<file path="config.mk">
export PLATFORM = sky130hd
export DESIGN_NAME = decoder_rom_arbiter
export DESIGN_NICKNAME = d
export VERILOG_FILES = /design/src/rtl/decoder_rom_pkg.sv /design/src/rtl/decoder_rom_arbiter_rr_arbiter.sv /design/src/rtl/decoder_rom_arbiter.sv
export SDC_FILE = /design/constraint.sdc
export NUM_CORES = 1
export LEC_CHECK = 0
export ABC_AREA = 1
export BUFFER_PORTS_ARGS = -buffer_cell sky130_fd_sc_hd__buf_2
export CAP_MARGIN = 20
export CORE_AREA = 2 2 51 76
export CTS_BUF_LIST = sky130_fd_sc_hd__clkbuf_2
export CTS_CLUSTER_SIZE = 16
export DETAILED_ROUTE_END_ITERATION = 16
export DIE_AREA = 0 0 53 78
export PLACE_DENSITY = 0.84
export SKIP_LAST_GASP = 1
export SLEW_MARGIN = 5
export SYNTH_ARGS = -nofsm -noshare
export SYNTH_HDL_FRONTEND = slang
export SYNTH_HIERARCHICAL = 1
export SYNTH_SLANG_ARGS = --single-unit
</file>
<file path="constraint.sdc">
create_clock -name clock_i -period 4.4 [get_ports clock_i]
set_clock_uncertainty 0.05 [all_clocks]
set_input_delay 1.32 -clock clock_i [delete_from_list [all_inputs] [get_ports clock_i]]
set_output_delay 1.32 -clock clock_i [all_outputs]
set_load 0.02 [all_outputs]
</file>
<file path="src/rtl/decoder_rom_pkg.sv">
// Shared constants for the decoder ROM and its requester arbiter.
package decoder_rom_pkg;

    localparam int DECODER_ROM_ADDR_W  = 9;
    localparam int DECODER_ROM_DATA_W  = 8;
    localparam int DECODER_ROM_LATENCY = 1;

    // ROM read latency plus the response data register.
    localparam int DECODER_ROM_RSP_LATENCY = DECODER_ROM_LATENCY + 1;

endpackage

</file>
<file path="src/rtl/decoder_rom_arbiter_rr_arbiter.sv">
// Combinational round-robin core: first request at or after the pointer wins.
module rr_arbiter #(
    parameter int N  = 4,
    parameter int PW = (N > 1) ? $clog2(N) : 1
) (
    input  logic [N-1:0]  req_i,
    input  logic [PW-1:0] ptr_i,
    output logic [N-1:0]  grant_o,
    output logic [PW-1:0] next_ptr_o
);

    always_comb begin
        int   idx;
        logic found;
        grant_o    = '0;
        next_ptr_o = ptr_i;
        found      = 1'b0;
        idx        = 0;
        for (int i = 0; i < N; i++) begin
            idx = int'(ptr_i) + i;
            if (idx >= N) idx = idx - N;
            if (!found && req_i[idx]) begin
                found        = 1'b1;
                grant_o[idx] = 1'b1;
                // Wrap explicitly so unused pointer codes are never produced.
                next_ptr_o   = (idx == N - 1) ? '0 : PW'(idx + 1);
            end
        end
    end

endmodule

</file>
<file path="src/rtl/decoder_rom_arbiter.sv">
// Shares one synchronous decoder ROM between several requesters, round-robin,
// returning data two cycles after each grant with a one-hot response strobe.
module decoder_rom_arbiter
    import decoder_rom_pkg::*;
#(
    parameter int REQUESTERS = 4,
    parameter int ADDR_W     = DECODER_ROM_ADDR_W,
    parameter int DATA_W     = DECODER_ROM_DATA_W
) (
    input  logic                         clock_i,
    input  logic                         reset_n_i,
    input  logic                         pause_i,
    input  logic [REQUESTERS-1:0]        req_valid_i,
    input  logic [REQUESTERS*ADDR_W-1:0] req_addr_i,
    output logic [REQUESTERS-1:0]        req_ready_o,
    output logic [REQUESTERS-1:0]        rsp_valid_o,
    output logic [DATA_W-1:0]            rsp_data_o,
    output logic                         rom_clock_enable_o,
    output logic [ADDR_W-1:0]            rom_address_o,
    input  logic [DATA_W-1:0]            rom_data_i
);

    localparam int PW = $clog2(REQUESTERS);

    logic [PW-1:0]         ptr_q, ptr_d, next_ptr;
    logic [REQUESTERS-1:0] req_eff, grant;
    logic [REQUESTERS-1:0] tag1_q, tag1_d;
    logic [REQUESTERS-1:0] rsp_valid_q, rsp_valid_d;
    logic [DATA_W-1:0]     rsp_data_q, rsp_data_d;
    logic [ADDR_W-1:0]     rom_addr;

    // Reset also blanks the grant so the ROM is never enabled during reset.
    assign req_eff = (reset_n_i && !pause_i) ? req_valid_i : '0;

    rr_arbiter #(
        .N  (REQUESTERS),
        .PW (PW)
    ) u_rr_arbiter (
        .req_i      (req_eff),
        .ptr_i      (ptr_q),
        .grant_o    (grant),
        .next_ptr_o (next_ptr)
    );

    always_comb begin
        rom_addr = '0;
        for (int k = 0; k < REQUESTERS; k++) begin
            if (grant[k]) rom_addr = req_addr_i[k*ADDR_W +: ADDR_W];
        end
    end

    always_comb begin
        ptr_d       = (|grant) ? next_ptr : ptr_q;
        tag1_d      = grant;
        rsp_valid_d = tag1_q;
        rsp_data_d  = (|tag1_q) ? rom_data_i : rsp_data_q;
    end

    always_ff @(posedge clock_i or negedge reset_n_i) begin
        if (!reset_n_i) begin
            ptr_q       <= '0;
            tag1_q      <= '0;
            rsp_valid_q <= '0;
            rsp_data_q  <= '0;
        end else begin
            ptr_q       <= ptr_d;
            tag1_q      <= tag1_d;
            rsp_valid_q <= rsp_valid_d;
            rsp_data_q  <= rsp_data_d;
        end
    end

    assign req_ready_o        = grant;
    assign rom_clock_enable_o = |grant;
    assign rom_address_o      = rom_addr;
    assign rsp_valid_o        = rsp_valid_q;
    assign rsp_data_o         = rsp_data_q;

endmodule

</file>
Yosys cells after proc, flatten, opt, wreduce, memory -nomap -nowiden
Cells that the tools add are included.
{ "op_classes": {"n_reduce_logical": 16, "eq_ne": 4, "order_cmp": 12, "muxes": 44, "n_addsub": 11, "n_bitwise": 3} }
{ "ops": {"columns": ["cell", "count"], "rows": [
  ["32-bit by 3-bit equality test with 1-bit output, second input constant", 4],
  ["32-bit by 1-bit >= comparator with 1-bit output, second input constant", 4],
  ["32-bit by 4-bit less-than comparator with 1-bit output, second input constant", 4],
  ["32-bit two-way mux", 4],
  ["32-bit by 4-bit >= comparator with 1-bit output, second input constant", 3],
  ["32-bit by 4-bit subtractor with 32-bit output, second input constant", 3],
  ["9-bit two-way mux", 4],
  ["4-bit two-way mux", 5],
  ["2-bit two-way mux", 8],
  ["1-bit two-way mux", 15],
  ["4-bit OR", 3],
  ["2-bit adder, second input constant", 4],
  ["1-bit binary-select mux with 2-bit select", 4],
  ["1-bit demux with 2-bit select", 4],
  ["1-bit logical AND", 8],
  ["4-bit OR reduction", 2],
  ["2-bit by 2-bit adder with 3-bit output, second input constant", 2],
  ["1-bit zero test", 4],
  ["4-bit nonzero test", 1],
  ["2-bit by 3-bit subtractor with 4-bit output, second input constant", 1],
  ["2-bit by 1-bit adder with 3-bit output, second input constant", 1],
  ["2-bit by 3-bit >= comparator with 1-bit output, second input constant", 1],
  ["2-bit AND reduction", 1]
]} }
{ "totals": {"register_bits": 18, "output_inout_bits": 26, "wordCells": 94, "inputBits": 51} }

Longest topological paths before layout
{ "depth": {"ltp_word": 20, "ltp_mapped": 19, "mapped_depth_nobuf": 17} }

Hierarchy
The synthesis kept the hierarchy.
{ "modules_own_cells": {"columns": ["module", "area_each_um2", "instances", "cells_per_inst", "seq_area_each_um2"], "rows": [
  ["decoder_rom_arbiter", 1071.0, 1, 145, 450.4],
  ["rr_arbiter", 526.8, 1, 86, 0.0]
]} }

Worst setup path after synthesis
Ideal clock, no wire load.
{ "synth_timing": {"path_type": "input to output", "from": "input pause_i", "to": "output rom_address_o[7]", "t_arrival_ns": 3.169, "slack_ns": -0.139, "stages": 15, "t_required_ns": 3.030, "path_buffers": 2, "path_cell_list": "inv_1 -> nand2_1 -> nor2_1 -> nand2_1 -> and2_1 -> o21ai_2 -> nand2_1 -> nor2_4 -> nand2_1 -> o211ai_1 -> clkbuf_8 -> buf_6 -> nor2_1 -> nand2_1 -> nand2_1"} }
{ "synth_via": {"elab_cells_between_ends": 35, "classes_between": "mux (24); bitwise (3); reduce/logical (8)"} }
{ "synth_lines": {"columns": ["element", "line_no", "source"], "rows": [
  ["from (decl)", "decoder_rom_arbiter.sv:12", "input logic pause_i,"],
  ["1-bit zero test (*)", "decoder_rom_arbiter.sv:33", "assign req_eff = (reset_n_i && !pause_i) ? req_valid_i : '0;"],
  ["1-bit logical AND (*)", "decoder_rom_arbiter.sv:33", null],
  ["4-bit two-way mux (*)", "decoder_rom_arbiter.sv:33", null],
  ["via req_eff[2]", "decoder_rom_arbiter.sv:26", "logic [REQUESTERS-1:0] req_eff, grant;"],
  ["1-bit binary-select mux with 2-bit select", "decoder_rom_arbiter_rr_arbiter.sv:22", "if (!found && req_i[idx]) begin"],
  ["1-bit two-way mux (implied by the code) (2 in series)", "decoder_rom_arbiter_rr_arbiter.sv:22", null],
  ["1-bit two-way mux", "decoder_rom_arbiter_rr_arbiter.sv:22", null],
  ["1-bit zero test", "decoder_rom_arbiter_rr_arbiter.sv:22", null],
  ["[... 2 more ...]", null, null],
  ["1-bit zero test", "decoder_rom_arbiter_rr_arbiter.sv:22", null],
  ["1-bit logical AND", "decoder_rom_arbiter_rr_arbiter.sv:22", null],
  ["1-bit two-way mux", "decoder_rom_arbiter_rr_arbiter.sv:22", null],
  ["1-bit zero test", "decoder_rom_arbiter_rr_arbiter.sv:22", null],
  ["1-bit logical AND", "decoder_rom_arbiter_rr_arbiter.sv:22", null],
  ["4-bit two-way mux (*)", "decoder_rom_arbiter_rr_arbiter.sv:22", null],
  ["via req_ready_o[3]", "decoder_rom_arbiter.sv:15", "output logic [REQUESTERS-1:0] req_ready_o,"],
  ["9-bit two-way mux (*)", "decoder_rom_arbiter.sv:48", "if (grant[k]) rom_addr = req_addr_i[k*ADDR_W +: ADDR_W];"],
  ["to (decl)", "decoder_rom_arbiter.sv:19", "output logic [ADDR_W-1:0] rom_address_o,"]
]} }
The timed path passes the listed nets; every way through them passes the cells marked *. The select of a mux whose other input is x is not followed.

Final worst setup path
{ "layout_timing": {"from": "input pause_i", "to": "output rom_address_o[5]"} }
{ "layout_via": {"elab_chain_cells": 20, "elab_cells_between_ends": 35, "classes_between": "mux (24); bitwise (3); reduce/logical (8)"} }
{ "layout_rtl": {"columns": ["element", "line_no"], "rows": [
  ["1-bit zero test (*)", "decoder_rom_arbiter.sv:33"],
  ["1-bit logical AND (*)", "decoder_rom_arbiter.sv:33"],
  ["4-bit two-way mux (*)", "decoder_rom_arbiter.sv:33"],
  ["via req_eff[2]", "decoder_rom_arbiter.sv:26"],
  ["1-bit binary-select mux with 2-bit select", "decoder_rom_arbiter_rr_arbiter.sv:22"],
  ["1-bit two-way mux (implied by the code) (2 in series)", "decoder_rom_arbiter_rr_arbiter.sv:22"],
  ["1-bit two-way mux", "decoder_rom_arbiter_rr_arbiter.sv:22"],
  ["1-bit zero test", "decoder_rom_arbiter_rr_arbiter.sv:22"],
  ["[... 2 more ...]", null],
  ["1-bit zero test", "decoder_rom_arbiter_rr_arbiter.sv:22"],
  ["1-bit logical AND", "decoder_rom_arbiter_rr_arbiter.sv:22"],
  ["1-bit two-way mux", "decoder_rom_arbiter_rr_arbiter.sv:22"],
  ["1-bit zero test", "decoder_rom_arbiter_rr_arbiter.sv:22"],
  ["1-bit logical AND", "decoder_rom_arbiter_rr_arbiter.sv:22"],
  ["4-bit two-way mux (*)", "decoder_rom_arbiter_rr_arbiter.sv:22"],
  ["9-bit two-way mux (3 in series)", "decoder_rom_arbiter.sv:48"],
  ["9-bit two-way mux (*)", "decoder_rom_arbiter.sv:48"]
]} }
Marked as above.

==> impl_metrics.json <==
{
  "status": "finished with violations",
  "violations": "setup timing",
  "hp-class": "reg2reg",
  "io_pins": 77,
  "cellPowerDensity_nw_per_um2": 1050,
  "cts_hold_buf": 0,
  "cp-start-kind": "input pin",
  "netlist-cell-type-count": 30,
  "cts_tree": "done",
  "antenna_found_initial": 0,
  "clock-sinks": 18,
  "whs_ns": 0.354,
  "setup_ws_ns": -0.131,
  "vias": 1992,
  "fin_crit_sh_pct": 103,
  "core_area_sq_um": 3420,
  "ys_top_cells_by_area": "dfrtp_1 28%, nand2_1 21%, ha_1 6.3%",
  "seq_area_sq_um": 450,
  "drt_iter0_markers": 96,
  "nNetsFinal": 397,
  "first_pass_iters": 5,
  "antenna_left": 0,
  "dpl.hpwl_mm": 3.36,
  "die_w_um": 53,
  "drc_errors": 0,
  "start_util_pct": 46.8,
  "worstPathArrival_ns": 3.16,
  "grt_pass1_wl_mm": 7.41,
  "syn_area_sq_um": 1600,
  "fmax_ghz": 0.221,
  "grt.overflow.total": 0,
  "synth_nets": 290,
  "placed_cells": 361,
  "fill_cells": 244,
  "grt_pass1_vias": 1853,
  "h-tree-depth": 1,
  "crit_type": "in2out",
  "finalNonFillerCells": 379,
  "async_flop_share_pct": 100,
  "synth-seq-area-share_pct": 28.2,
  "synth_edf_count": 0,
  "syn-mean-instance-area_sq_um": 6.92,
  "track_usage_pct": 23.2,
  "end_kind": "primary output",
  "cts.path.max_buffers": 2,
  "port_buffers": 76,
  "relSlewSlack_pct": 76.7,
  "ys_top_cells_by_count": "89 x nand2_1, 18 x dfrtp_1, 17 x nand3_1",
  "area_growth_pct": 60.7,
  "synthesis.instances": 231,
  "gp_congestion": 0.923,
  "multi_input_area_sq_um": 1180,
  "die_y_um": 78,
  "wire_per_inst_um": 14.2,
  "diodes": 0,
  "synth_top_area_share_pct": 28.2,
  "yosysTopAreaCell": "dfrtp_1",
  "cts.reportedPaths.clkPinSlew_ns": 0.17,
  "synth_ff_type": "dfrtp_1",
  "peakVddDrop_v": 0.000804,
  "yosysWarnings": 6,
  "dieArea_sq_um": 4130,
  "period_minus_slack_ns": 4.53,
  "setup_viol": 11,
  "rsz0062_at_grt": "true",
  "ys_ff_latch": 18,
  "clockRootBuffer": "clkbuf_2",
  "yosysMostFrequentCell": "nand2_1",
  "wirelength_mm": 5.40,
  "cts_buffers": 3,
  "tightest_slew_ns": 0.348,
  "finalHoldViolations": 0,
  "drive_gt1_share_pct": 53.4,
  "crit_required_ns": 3.03,
  "insertion_delay_ns": 0.29,
  "cp_max_fo": 5,
  "row_count": 26,
  "p_leak_nw": 1.40,
  "grt_max_degree": 22,
  "routed_via_density": 5.26,
  "drv_cap": 0,
  "slew_viol_final": 0
}
[layer usage]
layer  vias to the layer above  GRT usage [%]  wire, um
met5                         -              0         0
met4                         0           8.97       250
met3                        26           1.92       300
met2                        90           44.9      2950
met1                       926           24.1      1890
li1                        950              -         -
[area by class of cell]
type	instances	share of cell area [%]
Multi-Input combinational cell	186	46.0
Sequential cell	18	17.5
Tap cell	42	2.05
Clock buffer	3	0.585
Timing Repair Buffer	108	29.4
Clock inverter	1	0.146
Inverter	20	4.09
Timing Repair inverter	1	0.195
[worst max-delay path: stages]
cell and delay (ns):
buf_6 0.10, clkinv_4 0.05, nand2_8 0.06, nor2_4 0.14
nand2_2 0.09, and2_4 0.15, o21ai_4 0.14, nand2_2 0.09
nor2_4 0.14, nand2_1 0.08, o211ai_1 0.19, buf_4 0.21
clkbuf_16 0.15, nand2_2 0.06, nand2_2 0.08, buf_6 0.11
[cell families after synthesis]
family / synth area share, %
flip-flops: 28.2
buffers and inverters: 10.6
XOR/XNOR: 0.548
adder cells (fa/ha/maj): 6.26
AND/OR/NAND/NOR: 48.0
AO/OA/AOI/OAI: 6.34
[per-stage QoR]
step / total power [mW] / setup slack (ns) / setup TNS (ns) / instance area, sq um / util (%)
after floorplan: 1.54 / 0.00283 / 0 / 1650 / -
after global placement: 1.98 / -0.0964 / -0.677 / 2150 / 63.0
after detailed placement: 2.00 / -0.132 / -1.07 / 2150 / 63.0
after CTS: 2.39 / -0.00924 / -0.0200 / 2370 / 69.4
after global routing: 2.90 / -0.250 / -2.22 / 2570 / 75.2
final: 2.70 / -0.131 / -0.889 / 2570 / 75.2
[sequential cells by signal, summed over array words and instances (netlist names)]
register     cells
rsp_data_o       8
rsp_valid_d      4
rsp_valid_o      4
ptr_q            2
[worst paths after layout]
kind | slack (ns) | start | to | cells past startpoint
worst min register to register | 0.35 | rsp_valid_d[0] | rsp_valid_o[0] | 0
worst min-delay path | 0.35 | rsp_valid_d[0] | rsp_valid_o[0] | 0
max in group asynchronous | 3.16 | reset_n_i | ptr_q[1] | 2
worst max register to register | 1.66 | ptr_q[0] | ptr_q[1] | 16
min in group asynchronous | 0.94 | reset_n_i | rsp_data_o[4] | 2
worst max-delay path | -0.13 | pause_i | rom_address_o[5] | 16
[where the power goes]
| group | switching [mW] | leakage (nW) | total (mW) | internal (mW) |
|---|---|---|---|---|
| clock | 0.0515 | 0.0140 | 0.0712 | 0.0198 |
| sequential | 0.0430 | 0.227 | 0.281 | 0.238 |
| combinational | 1.34 | 1.16 | 2.34 | 1.00 |
| total | 1.44 | 1.40 | 2.70 | 1.26 |
[placed cells by master, fill, tap and decap left out, types with 6 or more instances in the layout]
master and instances:
buf_2 64, buf_4 27, buf_6 13, dfrtp_1 18, ha_1 8, inv_1 11
nand2_1 69, nand2_2 19, nand2_4 6, nand3_1 15, nand4_1 11, nor2_1 11
nor2_2 9, nor2_4 7
[timing repair]
action                                  in CTS  in global routing
buffers inserted                             6                  3
resized for setup                           41                 37
pin swaps                                    9                 12
endpoints found under the hold margin        0                  0
gates cloned                                 3                  2
endpoints found under the setup margin      10                 11
No activity file was read; power rests on OpenSTA's default activity.
